===== config.mk =====
export PLATFORM = sky130hd
export DESIGN_NAME = vga_sync_gen
export DESIGN_NICKNAME = d
export VERILOG_FILES = /design/src/rtl/vga_timing_pkg.sv /design/src/rtl/vga_pixel_tick.sv /design/src/rtl/vga_sync_gen.sv
export SDC_FILE = /design/constraint.sdc
export NUM_CORES = 1
export LEC_CHECK = 0
export ABC_CLOCK_PERIOD_IN_PS = 2500
export BUFFER_PORTS_ARGS = -buffer_cell sky130_fd_sc_hd__buf_4
export CORE_MARGIN = 3
export CORE_UTILIZATION = 50
export DETAILED_ROUTE_END_ITERATION = 8
export GPL_TIMING_DRIVEN = 0
export MAX_ROUTING_LAYER = met4
export PLACE_DENSITY_LB_ADDON = 0.2
export SYNTH_ARGS = -nofsm -noshare
export SYNTH_HDL_FRONTEND = slang
export SYNTH_SLANG_ARGS = --single-unit

===== constraint.sdc =====
create_clock -name clk -period 2.5 [get_ports clk]
set_input_delay 0.625 -clock clk [delete_from_list [all_inputs] [get_ports clk]]
set_output_delay 0.625 -clock clk [all_outputs]
set_load 0.005 [all_outputs]

===== src/rtl/vga_timing_pkg.sv =====
// vga_timing_pkg: default 640x480@60 timing constants, line/frame total helper
// and RGB packing helpers shared by the VGA sync blocks.
package vga_timing_pkg;

  typedef logic [11:0] rgb_t;

  localparam int unsigned DEF_CLK_DIV   = 4;
  localparam int unsigned DEF_COORD_W   = 10;
  localparam int unsigned DEF_H_DISPLAY = 640;
  localparam int unsigned DEF_H_FRONT   = 16;
  localparam int unsigned DEF_H_SYNC    = 96;
  localparam int unsigned DEF_H_BACK    = 48;
  localparam int unsigned DEF_V_DISPLAY = 480;
  localparam int unsigned DEF_V_FRONT   = 10;
  localparam int unsigned DEF_V_SYNC    = 2;
  localparam int unsigned DEF_V_BACK    = 33;

  localparam rgb_t BLACK = 12'h000;
  localparam rgb_t WHITE = 12'hFFF;

  // Total period of one axis (visible + porches + sync).
  function automatic int unsigned line_total(input int unsigned disp, input int unsigned front,
                                             input int unsigned sync, input int unsigned back);
    return disp + front + sync + back;
  endfunction

  // Colour of test bar k: each nibble is all-ones or all-zeros from one bit of k.
  function automatic rgb_t bar_colour(input logic [2:0] k);
    return {{4{k[2]}}, {4{k[1]}}, {4{k[0]}}};
  endfunction

endpackage


===== src/rtl/vga_pixel_tick.sv =====
// vga_pixel_tick: one-clk-wide pixel enable every CLK_DIV system clocks.
module vga_pixel_tick #(
  parameter int unsigned CLK_DIV = 4
) (
  input  logic clk,
  input  logic reset,
  output logic p_tick
);

  localparam int unsigned CW = (CLK_DIV > 1) ? $clog2(CLK_DIV) : 1;
  localparam logic [CW-1:0] LAST = CW'(CLK_DIV - 1);

  if (CLK_DIV < 1) begin : g_div_check
    $error("vga_pixel_tick: CLK_DIV must be >= 1");
  end

  logic [CW-1:0] cnt;
  logic [CW-1:0] cnt_next;

  // Wrapping divider count.
  always_comb begin
    cnt_next = (cnt == LAST) ? '0 : cnt + 1'b1;
  end

  // Tick is registered from the next count so it is low during reset even when CLK_DIV = 1.
  always_ff @(posedge clk) begin
    if (!reset) begin
      cnt    <= '0;
      p_tick <= 1'b0;
    end else begin
      cnt    <= cnt_next;
      p_tick <= (cnt_next == LAST);
    end
  end

endmodule


===== src/rtl/vga_sync_gen.sv =====
// vga_sync_gen: parametrised VGA timing generator with frame-latched colour.
// Optional feature macro: VGA_TEST_PATTERN_EN (8 vertical colour bars on pattern_sel).
module vga_sync_gen
  import vga_timing_pkg::*;
#(
  parameter int unsigned CLK_DIV   = DEF_CLK_DIV,
  parameter int unsigned COORD_W   = DEF_COORD_W,
  parameter int unsigned H_DISPLAY = DEF_H_DISPLAY,
  parameter int unsigned H_FRONT   = DEF_H_FRONT,
  parameter int unsigned H_SYNC    = DEF_H_SYNC,
  parameter int unsigned H_BACK    = DEF_H_BACK,
  parameter int unsigned V_DISPLAY = DEF_V_DISPLAY,
  parameter int unsigned V_FRONT   = DEF_V_FRONT,
  parameter int unsigned V_SYNC    = DEF_V_SYNC,
  parameter int unsigned V_BACK    = DEF_V_BACK,
  parameter bit          H_POL     = 1'b0,
  parameter bit          V_POL     = 1'b0
) (
  input  logic               clk,
  input  logic               reset,
  input  logic [11:0]        sw,
  input  logic               pattern_sel,
  output logic               p_tick,
  output logic               hsync,
  output logic               vsync,
  output logic               video_on,
  output logic               line_start,
  output logic               frame_start,
  output logic [COORD_W-1:0] pixel_x,
  output logic [COORD_W-1:0] pixel_y,
  output logic [11:0]        rgb
);

  localparam int unsigned H_TOTAL = line_total(H_DISPLAY, H_FRONT, H_SYNC, H_BACK);
  localparam int unsigned V_TOTAL = line_total(V_DISPLAY, V_FRONT, V_SYNC, V_BACK);

  if ((((H_TOTAL - 1) >> COORD_W) != 0) || (((V_TOTAL - 1) >> COORD_W) != 0)) begin : g_coord_check
    $error("vga_sync_gen: H_TOTAL/V_TOTAL do not fit in COORD_W bits");
  end

  localparam logic [COORD_W-1:0] H_LAST   = COORD_W'(H_TOTAL - 1);
  localparam logic [COORD_W-1:0] V_LAST   = COORD_W'(V_TOTAL - 1);
  localparam logic [COORD_W-1:0] H_VIS    = COORD_W'(H_DISPLAY);
  localparam logic [COORD_W-1:0] V_VIS    = COORD_W'(V_DISPLAY);
  localparam logic [COORD_W-1:0] HS_FIRST = COORD_W'(H_DISPLAY + H_FRONT);
  localparam logic [COORD_W-1:0] HS_LAST  = COORD_W'(H_DISPLAY + H_FRONT + H_SYNC - 1);
  localparam logic [COORD_W-1:0] VS_FIRST = COORD_W'(V_DISPLAY + V_FRONT);
  localparam logic [COORD_W-1:0] VS_LAST  = COORD_W'(V_DISPLAY + V_FRONT + V_SYNC - 1);

  logic [COORD_W-1:0] h_count;
  logic [COORD_W-1:0] v_count;
  logic [COORD_W-1:0] h_next;
  logic [COORD_W-1:0] v_next;
  logic               line_wrap;
  logic               frame_wrap;
  rgb_t               colour;

  vga_pixel_tick #(.CLK_DIV(CLK_DIV)) u_tick (
    .clk    (clk),
    .reset  (reset),
    .p_tick (p_tick)
  );

  // Next-state position; only moves on a pixel tick.
  always_comb begin
    line_wrap  = p_tick && (h_count == H_LAST);
    frame_wrap = line_wrap && (v_count == V_LAST);
    h_next     = h_count;
    v_next     = v_count;
    if (p_tick) begin
      h_next = line_wrap ? '0 : h_count + 1'b1;
      if (line_wrap) begin
        v_next = frame_wrap ? '0 : v_count + 1'b1;
      end
    end
  end

  // Position, decode and pulse registers; decode uses next state so it lines up with pixel_x/y.
  always_ff @(posedge clk) begin
    if (!reset) begin
      h_count     <= '0;
      v_count     <= '0;
      hsync       <= !H_POL;
      vsync       <= !V_POL;
      video_on    <= 1'b1;
      line_start  <= 1'b0;
      frame_start <= 1'b0;
    end else begin
      h_count     <= h_next;
      v_count     <= v_next;
      hsync       <= ((h_next >= HS_FIRST) && (h_next <= HS_LAST)) ? H_POL : !H_POL;
      vsync       <= ((v_next >= VS_FIRST) && (v_next <= VS_LAST)) ? V_POL : !V_POL;
      video_on    <= (h_next < H_VIS) && (v_next < V_VIS);
      line_start  <= line_wrap;
      frame_start <= frame_wrap;
    end
  end

  // Colour only changes at the frame boundary so the picture never tears.
  always_ff @(posedge clk) begin
    if (!reset) begin
      colour <= BLACK;
    end else if (frame_wrap) begin
      colour <= sw;
    end
  end

  assign pixel_x = h_count;
  assign pixel_y = v_count;

`ifdef VGA_TEST_PATTERN_EN
  localparam int unsigned BAR_W = ((H_DISPLAY / 8) > 0) ? (H_DISPLAY / 8) : 1;

  logic [2:0] bar;

  // Bar index from the horizontal position.
  always_comb begin
    bar = 3'(pixel_x / COORD_W'(BAR_W));
  end

  // Pixel colour: test bars bypass the colour register; blanking still applies.
  always_comb begin
    rgb = BLACK;
    if (video_on) begin
      rgb = pattern_sel ? bar_colour(bar) : colour;
    end
  end
`else
  logic unused_pattern_sel;

  // pattern_sel has no function in this build.
  always_comb begin
    unused_pattern_sel = pattern_sel;
  end

  // Pixel colour gated by the visible area.
  always_comb begin
    rgb = BLACK;
    if (video_on) begin
      rgb = colour;
    end
  end
`endif

endmodule


; ---- Word level (Yosys, flattened, before mapping)
; Cells that the tools add are included.
[totals]
wordCells = 37
register_bits = 40
[op_classes]
order_cmp = 6
n_eq_ne = 4
muxes = 9
n_reduce_logical = 5
add_sub_neg = 3
[ops]
columns = op, count
row1 = $mux W10, 5
row2 = $add A10 B1 Y10 const B, 2
row3 = $eq A10 B10 Y1 const B, 2
row4 = $mux W12, 1
row5 = $ge A10 B10 Y1 const B, 1
row6 = $ge A10 B9 Y1 const B, 1
row7 = $le A10 B10 Y1 const B, 1
row8 = $le A10 B9 Y1 const B, 1
row9 = $lt A10 B10 Y1 const B, 1
row10 = $lt A10 B9 Y1 const B, 1
row11 = $logic_and A1 B1 Y1, 5
row12 = $eq A2 B2 Y1 const B, 2
row13 = $add A2 B1 Y2 const B, 1
row14 = $mux W1, 2
row15 = $mux W2, 1

; ---- Logic depth before layout (Yosys ltp)
; Gate-level depths: netlist of run 1.
[depth]
depth_word = 9
ltp_mapped = 8
depth_no_buf = 7

; ---- Cells and area by module
; From an unflattened synthesis of run 1, not the netlist that was laid out.
[hier_totals]
hier_cells = 219
area_unflattened_um2 = 2010.7
[modules_own_cells]
columns = mod, cells_each, n_inst, area_each_um2
row1 = vga_sync_gen, 210, 1, 1896.8
row2 = vga_pixel_tick, 9, 1, 113.9

; ---- Worst setup path after synthesis of run 1
; No wires, ideal clock.
[synth_timing]
path_type = flip-flop to flip-flop
startpoint = register h_count[7], in the netlist pixel_x[7]
endpoint = register vsync
path_stages_with_launch = 6
arrival_time_ns = 1.939
slack_ns = 0.426
cell_sequence = dfxtp_1 or4b_4 or4_4 o21a_1 a211oi_1 nand4_1
[synth_between]
elab_chain_cells = 9
[synth_rtl]
columns = item, line_no
row1 = from (decl), vga_sync_gen.sv:50  ; logic [COORD_W-1:0] h_count;
row2 = from (signal assigned), vga_sync_gen.sv:89  ; h_count <= h_next;
row3 = $eq A10 B10 Y1 *, vga_sync_gen.sv:66  ; line_wrap = p_tick && (h_count == H_LAST);
row4 = $logic_and A1 B1 Y1 *, vga_sync_gen.sv:66
row5 = $logic_and A1 B1 Y1, vga_sync_gen.sv:67  ; frame_wrap = line_wrap && (v_count == V_LAST);
row6 = $mux W10, vga_sync_gen.sv:73  ; v_next = frame_wrap ? '0 : v_count + 1'b1;
row7 = $mux W10 *, vga_sync_gen.sv:72  ; if (line_wrap) begin
row8 = $mux W10 *, vga_sync_gen.sv:70  ; if (p_tick) begin
row9 = $ge A10 B9 Y1 or $le A10 B9 Y1 (tied branches), vga_sync_gen.sv:92  ; vsync <= ((v_next >= VS_FIRST) && (v_next <= VS_LAST)) ? V_POL : !V_POL;
row10 = $logic_and A1 B1 Y1 *, vga_sync_gen.sv:92
row11 = $mux W1 *, vga_sync_gen.sv:92
row12 = to (signal assigned), vga_sync_gen.sv:84  ; vsync <= !V_POL;
row13 = to (signal assigned), vga_sync_gen.sv:92
row14 = to (decl), vga_sync_gen.sv:25  ; output logic vsync,
; Mark *: on every way between the ends. The rest lies on a longest branch, timed or not.
; A chain may end at the register's enable or synchronous reset.

; ---- Final worst setup path of run 1
[layout_timing]
startpoint = register h_count[1], in the netlist pixel_x[1]
endpoint = register video_on
[layout_between]
elab_chain_cells = 8
[layout_rtl]
columns = item, line_no
row1 = "parallel branches: the longest is 7 deep, another holds $add A10 B1 Y10", n/a
row2 = $logic_and A1 B1 Y1 *, vga_sync_gen.sv:93  ; video_on <= (h_next < H_VIS) && (v_next < V_VIS);
row3 = to (signal assigned), vga_sync_gen.sv:93
row4 = to (decl), vga_sync_gen.sv:26  ; output logic video_on,
; Every way passes the cells marked *.

==> results of run 1 <==
==> Yosys cell counts (all sizes together) (5+ instances only) <==
| master | number |
|---|---|
| and2 | 19 |
| xor2 | 7 |
| nand2 | 24 |
| nor2 | 13 |
| a21boi | 14 |
| nor3 | 5 |
| inv | 6 |
| dfxtp | 40 |
| o21ai | 15 |
| xnor2 | 6 |
| ha | 5 |
| clkbuf | 8 |
| nand4 | 9 |
| nand3 | 11 |
==> power by group through the flow <==
stage | combinational (mW) | sequential (mW) | clock [mW]
floorplan | 0.0237 | 0.662 | 0
global placement | 0.0483 | 0.664 | 0
detailed placement | 0.0479 | 0.664 | 0
CTS | 0.0483 | 0.648 | 0.533
global route | 0.0542 | 0.649 | 0.558
finish | 0.0478 | 0.649 | 0.521
==> cells by family (layout without fill, tap and decap cells) <==
family,count (synthesis),in the layout,synth area share
mux,1,1,0.00578
xor+xnor,13,13,0.0584
simple gates,104,104,0.295
compound gates,45,45,0.157
flops,40,40,0.411
fa+ha+maj,5,5,0.0321
buf+inv,18,76,0.0411
==> placed cells by master, fill, tap and decap left out, types with 5 or more instances in the layout <==
cell type	n
nand4_1	9
nor2_1	12
nand2_1	24
inv_1	6
nand3_1	11
clkbuf_1	9
o21ai_0	14
and2_1	19
xnor2_1	6
clkbuf_8	5
ha_1	5
a21boi_0	13
dfxtp_1	40
buf_4	53
xor2_1	7
==> registers in the layout (all words and copies together), names as in the netlist <==
register and cells:
colour 12, frame_start 1, hsync 1, line_start 1, pixel_x 10, pixel_y 10, u_tick.cnt 2, u_tick.p_tick 1
video_on 1, vsync 1
==> layout make-up <==
cell class | count | area, sq um
buffer | 12 | 57.6
inverter | 6 | 22.5
clock inverter | 2 | 35.0
clock buffer | 6 | 72.6
multi-input combinational | 168 | 1070
tap | 48 | 60.1
fill | 341 | 1220
sequential | 40 | 801
timing repair buffer | 50 | 375
==> metal layers <==
metal,GRT usage,vias to the layer above,share of wire
met5,-,-,0
met3,0.0690,8,0.053
met4,0.102,0,0.016
met1,0.257,800,0.47
li1,-,903,-
met2,0.322,46,0.46
==> metrics by stage <==
| step | hold slack, ns | cells | area (sq um) |
|---|---|---|---|
| floorplan | 0.424 | 226 | 1950 |
| global placement | 0.438 | 324 | 2380 |
| detailed placement | 0.442 | 324 | 2380 |
| CTS | 0.454 | 332 | 2490 |
| global route | 0.462 | 332 | 2500 |
| finish | 0.448 | 332 | 2500 |
==> how the worst max path moves through the flow <==
stage                to  slack [ns]  cells past startpoint  startpoint
6_report       video_on        0.19                      7  pixel_x[1]
5_1_grt           vsync       0.002                      6  pixel_x[1]
4_1_cts        video_on        0.26                      6  pixel_x[8]
3_5_place_dp      vsync        0.27                      5  pixel_x[8]
3_3_place_gp      vsync        0.25                      5  pixel_x[7]
2_1_floorplan     vsync        0.43                      5  pixel_x[7]
==> what timing repair did <==
action / 4_1_cts / 5_1_grt
endpoints found under the setup margin: 0 / 1
gates resized for setup: 0 / 1
hold buffers: 0 / 0
==> impl_metrics.py, run 1 <==
metrics = {
    "route": {
        "drc": 0,
        "wl_um": 4390,
        "post_drt_wl_per_cell_um": 13.2,
        "viasPerCell": 5.29,
        "first_pass_iters": 4,
        "ant_nets": 0,
        "vias": 1757,
        "drt_iter0_drc": 54,
    },
    "setup_path": {
        "rr_worst_depth": 7,
        "path_delay_family": "simple AND/OR/NAND/NOR gates",
        "crit_buf_inv": 1,
        "r2r_end": "video_on",
        "arrival_ns": 2.52,
        "endpoint_kind": "flop",
        "worst_path_max_delay_cell": "or3_1",
        "r2r-start": "pixel_x[1]",
        "cp.required_ns": 2.71,
        "critical_path.max_stage_delay_ns": 0.44,
        "startpoint_type": "flop",
        "crit_chain": "ha_1, nand4_1, or3_1, buf_4, o21ai_4, o21ba_1, a211oi_2",
        "critical_path.max_fanout": 10,
        "rrSetupSlack_ns": 0.19,
        "path_class": "reg -> reg",
    },
    "power_and_ir_drop": {
        "p_comb_frac": 0.039,
        "p_leak_nw": 1.02,
        "peakVddDrop_mv": 0.434,
        "power_mw": 1.22,
        "p_int_mw": 0.966,
        "power.switching_mw": 0.251,
        "seq_power_share": 0.533,
        "p_sw_frac": 0.206,
        "pwr_density_cell_mw_per_mm2": 487,
        "clock_power_share": 0.428,
    },
    "sta": {
        "tightest_slew_ns": 0.654,
        "fin_ws_ns": 0.185,
        "setup_viol": 0,
        "skew_ns": 0.00279,
        "hold_violations": 0,
        "period_minus_slack_ns": 2.31,
        "setup_tns_ns": 0,
        "fmax_mhz": 432,
        "maxSlewViolCount": 0,
        "relSlewSlack": 0.560,
        "rsz0062_at_grt": "no",
        "final.period_utilization": 0.926,
    },
    "run_status": {
        "status": "complete, no violations",
    },
    "cts": {
        "clockBufferDepth": 2,
        "clock_latency_ns": 0.29,
        "cts_sinks": 40,
        "ctsRootBufferMaster": "clkbuf_8",
        "htree_levels": 2,
        "cts_tree": "yes",
        "clk_pin_slew_worst_paths_ns": 0.08,
        "numCtsBuffers": 5,
        "cts_setup_buffers": 0,
    },
    "global_route": {
        "grt_pass1_vias": 1592,
        "grt_usage": 0.214,
        "grt_max_degree": 13,
        "antenna_found_initial": 0,
        "grt_pass1_wl_um": 7160,
        "overflow": 0,
    },
    "floorplan": {
        "die-area_sq_mm": 0.00468,
        "core_sq_mm": 0.00372,
        "initial_core_util": 0.525,
        "die_x_um": 68.4,
        "fp.dieH_um": 68.4,
        "row_count": 22,
        "ios": 53,
    },
    "yosys": {
        "synth_area_leaders": "dfxtp_1 (41%), and2_1 (6.1%), a21boi_0 (5.0%)",
        "synthArstFlopShare": 0,
        "ys.flop_type": "dfxtp_1",
        "ys_warn_count": 0,
        "yosysTopAreaCell": "dfxtp_1",
        "ys_ff_latch": 40,
        "syn-num-nets": 246,
        "syn_area_per_cell_sq_um": 8.63,
        "synth_edf_count": 0,
        "synth_area_sq_mm": 0.00195,
        "ys_seq_area_frac": 0.411,
        "synth_top_area_share": 0.411,
        "synthCells": 226,
        "ys_types": 45,
    },
    "job": {
        "drv_cap": 0,
    },
    "finish": {
        "area_growth_pct": 28.2,
        "drive_above_1_share": 0.254,
        "num_antenna_cells": 0,
        "nets": 303,
        "final_core_util": 0.672,
    },
    "worst_hold_path": {
        "hold_path_end": "u_tick.cnt[0]",
        "hp-class": "reg -> reg",
        "whs_path_depth": 1,
        "hp-start": "u_tick.cnt[0]",
    },
    "place": {
        "gp_congestion": 0.817,
        "preCtsSetupSlack_ns": 0.270,
        "hpwl_um": 3160,
        "io_buffers": 50,
    },
}
Power figures use the tool's default switching activity.
==> inputs of run 2 (changes only) <==
- CORE_ASPECT_RATIO: not set -> 2
- GPL_ROUTABILITY_DRIVEN: not set -> 0
==> impl_metrics.py, run 2 (same netlist as run 1, synthesis figures left out) <==
metrics = {
    "job": {
        "drv_cap": 0,
    },
    "floorplan": {
        "die-area_sq_mm": 0.00473,
        "core_sq_mm": 0.00368,
        "fp.dieH_um": 94.3,
        "ios": 53,
        "die_x_um": 50.2,
        "initial_core_util": 0.529,
        "row_count": 31,
    },
    "power_and_ir_drop": {
        "p_sw_frac": 0.218,
        "p_comb_frac": 0.043,
        "p_leak_nw": 0.990,
        "clock_power_share": 0.390,
        "p_int_mw": 0.895,
        "seq_power_share": 0.567,
        "peakVddDrop_mv": 0.442,
        "pwr_density_cell_mw_per_mm2": 462,
        "power.switching_mw": 0.250,
    },
    "global_route": {
        "grt_max_degree": 12,
        "grt_usage": 0.216,
        "grt_pass1_vias": 1683,
        "antenna_found_initial": 0,
        "grt_pass1_wl_um": 7550,
        "overflow": 0,
    },
    "cts": {
        "clock_latency_ns": 0.29,
        "cts_setup_buffers": 0,
        "clockBufferDepth": 2,
        "ctsRootBufferMaster": "clkbuf_8",
        "htree_levels": 2,
        "clk_pin_slew_worst_paths_ns": 0.08,
        "cts_hold_buf": 0,
        "cts_sinks": 40,
        "numCtsBuffers": 5,
        "ctsResizeCount": 0,
        "cts_tree": "yes",
    },
    "route": {
        "drt_iter0_drc": 30,
        "wl_met3_um": 148,
        "wl_um": 4670,
        "ant_nets": 0,
        "wl_met2_um": 2700,
        "drc": 0,
        "post_drt_wl_per_cell_um": 14.0,
        "viasPerCell": 5.38,
        "routed.top_layer": "met4",
        "first_pass_iters": 4,
        "vias": 1793,
        "wl_met1_um": 1730,
    },
    "sta": {
        "hold_violations": 0,
        "setup_tns_ns": 0,
        "final.period_utilization": 0.925,
        "relSlewSlack": 0.535,
        "tightest_slew_ns": 0.691,
        "maxSlewViolCount": 0,
        "period_minus_slack_ns": 2.31,
        "rsz0062_at_grt": "no",
        "skew_ns": 0.00676,
        "fmax_mhz": 432,
        "setup_viol": 0,
        "hold_slack_ns": 0.452,
    },
    "finish": {
        "num_antenna_cells": 0,
        "drive_above_1_share": 0.250,
        "final_cell_mix": "buf_4 (53), dfxtp_1 (40), nand2_1 (24), and2_1 (19), o21ai_0 (14)",
        "largest_reg_flops": 12,
        "area_growth_pct": 27.0,
        "largest-register": "colour",
        "final_common_cell": "buf_4",
        "nets": 303,
    },
    "setup_path": {
        "crit_chain": "ha_1, nand4_1, or4_1, mux2_2, o22ai_1, nand4_1",
        "crit_buf_inv": 0,
        "endpoint_kind": "flop",
        "path_delay_family": "simple AND/OR/NAND/NOR gates",
        "worst_path_max_delay_cell": "or4_1",
        "path_depth": 6,
        "path_class": "reg -> reg",
        "critical_path.max_stage_delay_ns": 0.64,
        "rr_worst_depth": 6,
        "critical_path.max_fanout": 6,
        "cp_common_cell": "nand4_1",
        "cp.required_ns": 2.66,
        "arrival_ns": 2.48,
        "startpoint_type": "flop",
    },
    "run_status": {
        "status": "complete, no violations",
    },
    "place": {
        "io_buffers": 50,
        "hpwl_um": 3590,
    },
    "worst_hold_path": {
        "hp-class": "reg -> reg",
        "whs_path_depth": 1,
    },
}
-- run 2: changes by cell type in the layout (fill, tap and decap cells not counted) --
cell	change
nor3_4	-1
bufinv_16	-1
clkbuf_1	+1
clkbuf_8	+1
nor3_2	+1
clkinv_2	-1
-- run 2: cell type report --
cell class | instances | area [sq um]
Buffer | 12 | 57.6
Clock buffer | 8 | 90.1
Fill cell | 313 | 1210
Inverter | 6 | 22.5
Multi-Input combinational cell | 168 | 1070
Sequential cell | 40 | 801
Tap cell | 49 | 61.3
Timing Repair Buffer | 50 | 375
-- run 2: per-stage QoR --
step / utilization / instances / power [mW] / instance area [sq um] / setup WS (ns)
2_1_floorplan: - / 226 / 0.686 / 1950 / 0.426
3_3_place_gp: 0.648 / 325 / 0.712 / 2390 / 0.287
3_5_place_dp: 0.648 / 325 / 0.714 / 2390 / 0.244
4_1_cts: 0.672 / 333 / 1.15 / 2480 / 0.223
5_1_grt: 0.672 / 333 / 1.18 / 2480 / 0.0557
6_report: 0.672 / 333 / 1.14 / 2480 / 0.186
-- run 2: per-layer routing --
layer | vias to the layer above | GRT usage
li1 | 906 | -
met5 | - | -
met1 | 846 | 0.200
met2 | 35 | 0.415
met4 | 0 | 0.0947
met3 | 6 | 0.0382
-- run 2: worst register-to-register path: cells and delay by family (launching register included) --
kind | cells | cell delay [ns]
simple gates | 3 | 1.04
mux | 1 | 0.30
fa+ha+maj | 1 | 0.23
flops | 1 | 0.41
compound gates | 1 | 0.21
-- run 2: path summary, 6_finish.rpt --
kind                 start            end  slack, ns
max             pixel_x[0]          vsync       0.19
max reg2reg     pixel_x[0]          vsync       0.19
min reg2reg  u_tick.cnt[0]  u_tick.cnt[0]       0.45
min          u_tick.cnt[0]  u_tick.cnt[0]       0.45
-- run 2: power groups by stage --
stage          clock, mW  combinational [mW]  sequential [mW]
4_1_cts            0.449              0.0500            0.649
5_1_grt            0.473              0.0563            0.650
2_1_floorplan          0              0.0237            0.662
3_5_place_dp           0              0.0497            0.664
3_3_place_gp           0              0.0490            0.663
6_report           0.447              0.0491            0.649
==> inputs of run 3 (changes only) <==
- ABC_CLOCK_PERIOD_IN_PS: 2500 -> 2480
- CORE_MARGIN: 3 -> not set
- CORE_UTILIZATION: 50 -> 52
- clock period: 2.5 -> 2.48 ns (I/O delays scaled with it)
==> impl_metrics.py, run 3 (same netlist as run 1, synthesis figures left out) <==
metrics = {
    "setup_path": {
        "crit_chain": "ha_1, nand4_1, or4_1, mux2_2, o22ai_1, nand4_1",
        "critical_path.max_fanout": 5,
        "cp.required_ns": 2.65,
        "crit_buf_inv": 0,
        "rrSetupSlack_ns": 0.20,
        "r2r_end": "vsync",
        "startpoint_type": "flop",
        "endpoint_kind": "flop",
        "r2r-start": "pixel_x[1]",
        "cp-startpoint": "pixel_x[1]",
        "worst_path_max_delay_cell": "or4_1",
        "path_depth": 6,
        "endpoint": "vsync",
        "critical_path.max_stage_delay_ns": 0.64,
        "path_delay_family": "simple AND/OR/NAND/NOR gates",
        "arrival_ns": 2.45,
        "cp_common_cell": "nand4_1",
        "rr_worst_depth": 6,
        "path_class": "reg -> reg",
    },
    "cts": {
        "ctsRootBufferMaster": "clkbuf_8",
        "cts_hold_buf": 0,
        "htree_levels": 2,
        "clk_pin_slew_worst_paths_ns": 0.08,
        "numCtsBuffers": 5,
        "clockBufferDepth": 2,
        "clock_latency_ns": 0.29,
        "cts_sinks": 40,
        "ctsResizeCount": 0,
        "cts_tree": "yes",
        "cts_setup_buffers": 0,
    },
    "sta": {
        "maxSlewViolCount": 0,
        "hold_slack_ns": 0.449,
        "period_minus_slack_ns": 2.28,
        "setup_viol": 0,
        "final.period_utilization": 0.920,
        "skew_ns": 0.00998,
        "rsz0062_at_grt": "no",
        "fin_ws_ns": 0.199,
        "tightest_slew_ns": 0.625,
        "fmax_mhz": 438,
        "relSlewSlack": 0.579,
        "hold_violations": 0,
        "setup_tns_ns": 0,
    },
    "global_route": {
        "grt_usage": 0.248,
        "grt_max_degree": 13,
        "grt_pass1_wl_um": 7100,
        "antenna_found_initial": 0,
        "grt_pass1_vias": 1675,
        "overflow": 0,
    },
    "run_status": {
        "status": "complete, no violations",
    },
    "power_and_ir_drop": {
        "pwr_density_cell_mw_per_mm2": 463,
        "power_mw": 1.15,
        "peakVddDrop_mv": 0.387,
        "p_leak_nw": 0.995,
    },
    "place": {
        "placed_area_sq_mm": 0.00239,
        "dpl.cell_count": 325,
        "hpwl_um": 3290,
        "io_buffers": 50,
        "preCtsSetupSlack_ns": 0.239,
    },
    "route": {
        "drc": 0,
        "viasPerCell": 5.38,
        "vias": 1790,
        "first_pass_iters": 6,
        "post_drt_wl_per_cell_um": 13.1,
        "ant_nets": 0,
        "wl_um": 4360,
        "drt_iter0_drc": 32,
    },
    "finish": {
        "final_cell_mix": "buf_4 (53), dfxtp_1 (40), nand2_1 (24), and2_1 (19), o21ai_0 (14)",
        "seqCellArea_sq_um": 801,
        "drive_above_1_share": 0.257,
        "num_antenna_cells": 0,
        "final_core_util": 0.687,
        "largest_reg_flops": 12,
        "design_area_sq_mm": 0.00248,
        "instances_no_fill": 333,
        "nets": 303,
        "num-fill-cells": 325,
        "multi_input_area_sq_mm": 0.00107,
        "area_growth_pct": 27.2,
        "final_common_cell": "buf_4",
        "largest-register": "colour",
    },
    "floorplan": {
        "core_sq_mm": 0.00361,
        "fp.dieH_um": 88.6,
        "die_x_um": 45.3,
        "die-area_sq_mm": 0.00401,
        "initial_core_util": 0.540,
        "row_count": 31,
        "ios": 53,
    },
    "job": {
        "drv_cap": 0,
    },
    "worst_hold_path": {
        "hp-class": "reg -> reg",
        "whs_path_depth": 1,
    },
}
==> run 3: where the power goes <==
part	total (mW)	internal (mW)	switching [mW]
Combinational	0.0493	0.0272	0.0221
Sequential	0.654	0.648	0.00561
Clock	0.444	0.222	0.223
==> run 3: layer usage <==
layer  vias up  routed length [um]  track usage
met2        43                2450        0.443
met4         0                 125        0.132
met3        12                 119       0.0388
met1       839                1670        0.243
met5         -                   0            -
li1        896                   -            -
==> run 3: final cells by class <==
| cell class | instances | share of cell area |
|---|---|---|
| repair buffers | 50 | 0.151 |
| well taps | 49 | 0.0247 |
| flip-flops and latches | 40 | 0.323 |
| clock inverters | 2 | 0.00404 |
| clock buffers | 6 | 0.0333 |
| plain buffers | 12 | 0.0232 |
| inverters | 6 | 0.00909 |
| multi-input cells | 168 | 0.431 |
==> run 3: worst min path at each step <==
stage                  startpoint             to  slack [ns]
floorplan           u_tick.cnt[0]  u_tick.cnt[0]        0.42
global placement    u_tick.cnt[0]  u_tick.cnt[0]        0.44
detailed placement  u_tick.cnt[0]  u_tick.cnt[0]        0.45
CTS                 u_tick.cnt[0]  u_tick.cnt[0]        0.46
global route        u_tick.cnt[0]  u_tick.cnt[0]        0.49
finish              u_tick.cnt[0]  u_tick.cnt[0]        0.45
==> run 3: worst register-to-register path: cells and delay by family (launching register included) <==
family / cells / cell delay (ns)
DFF: 1 / 0.40
AOI/OAI and AO/OA: 1 / 0.22
adders and majority gates: 1 / 0.24
and+or+nand+nor: 3 / 1.01
muxes: 1 / 0.30
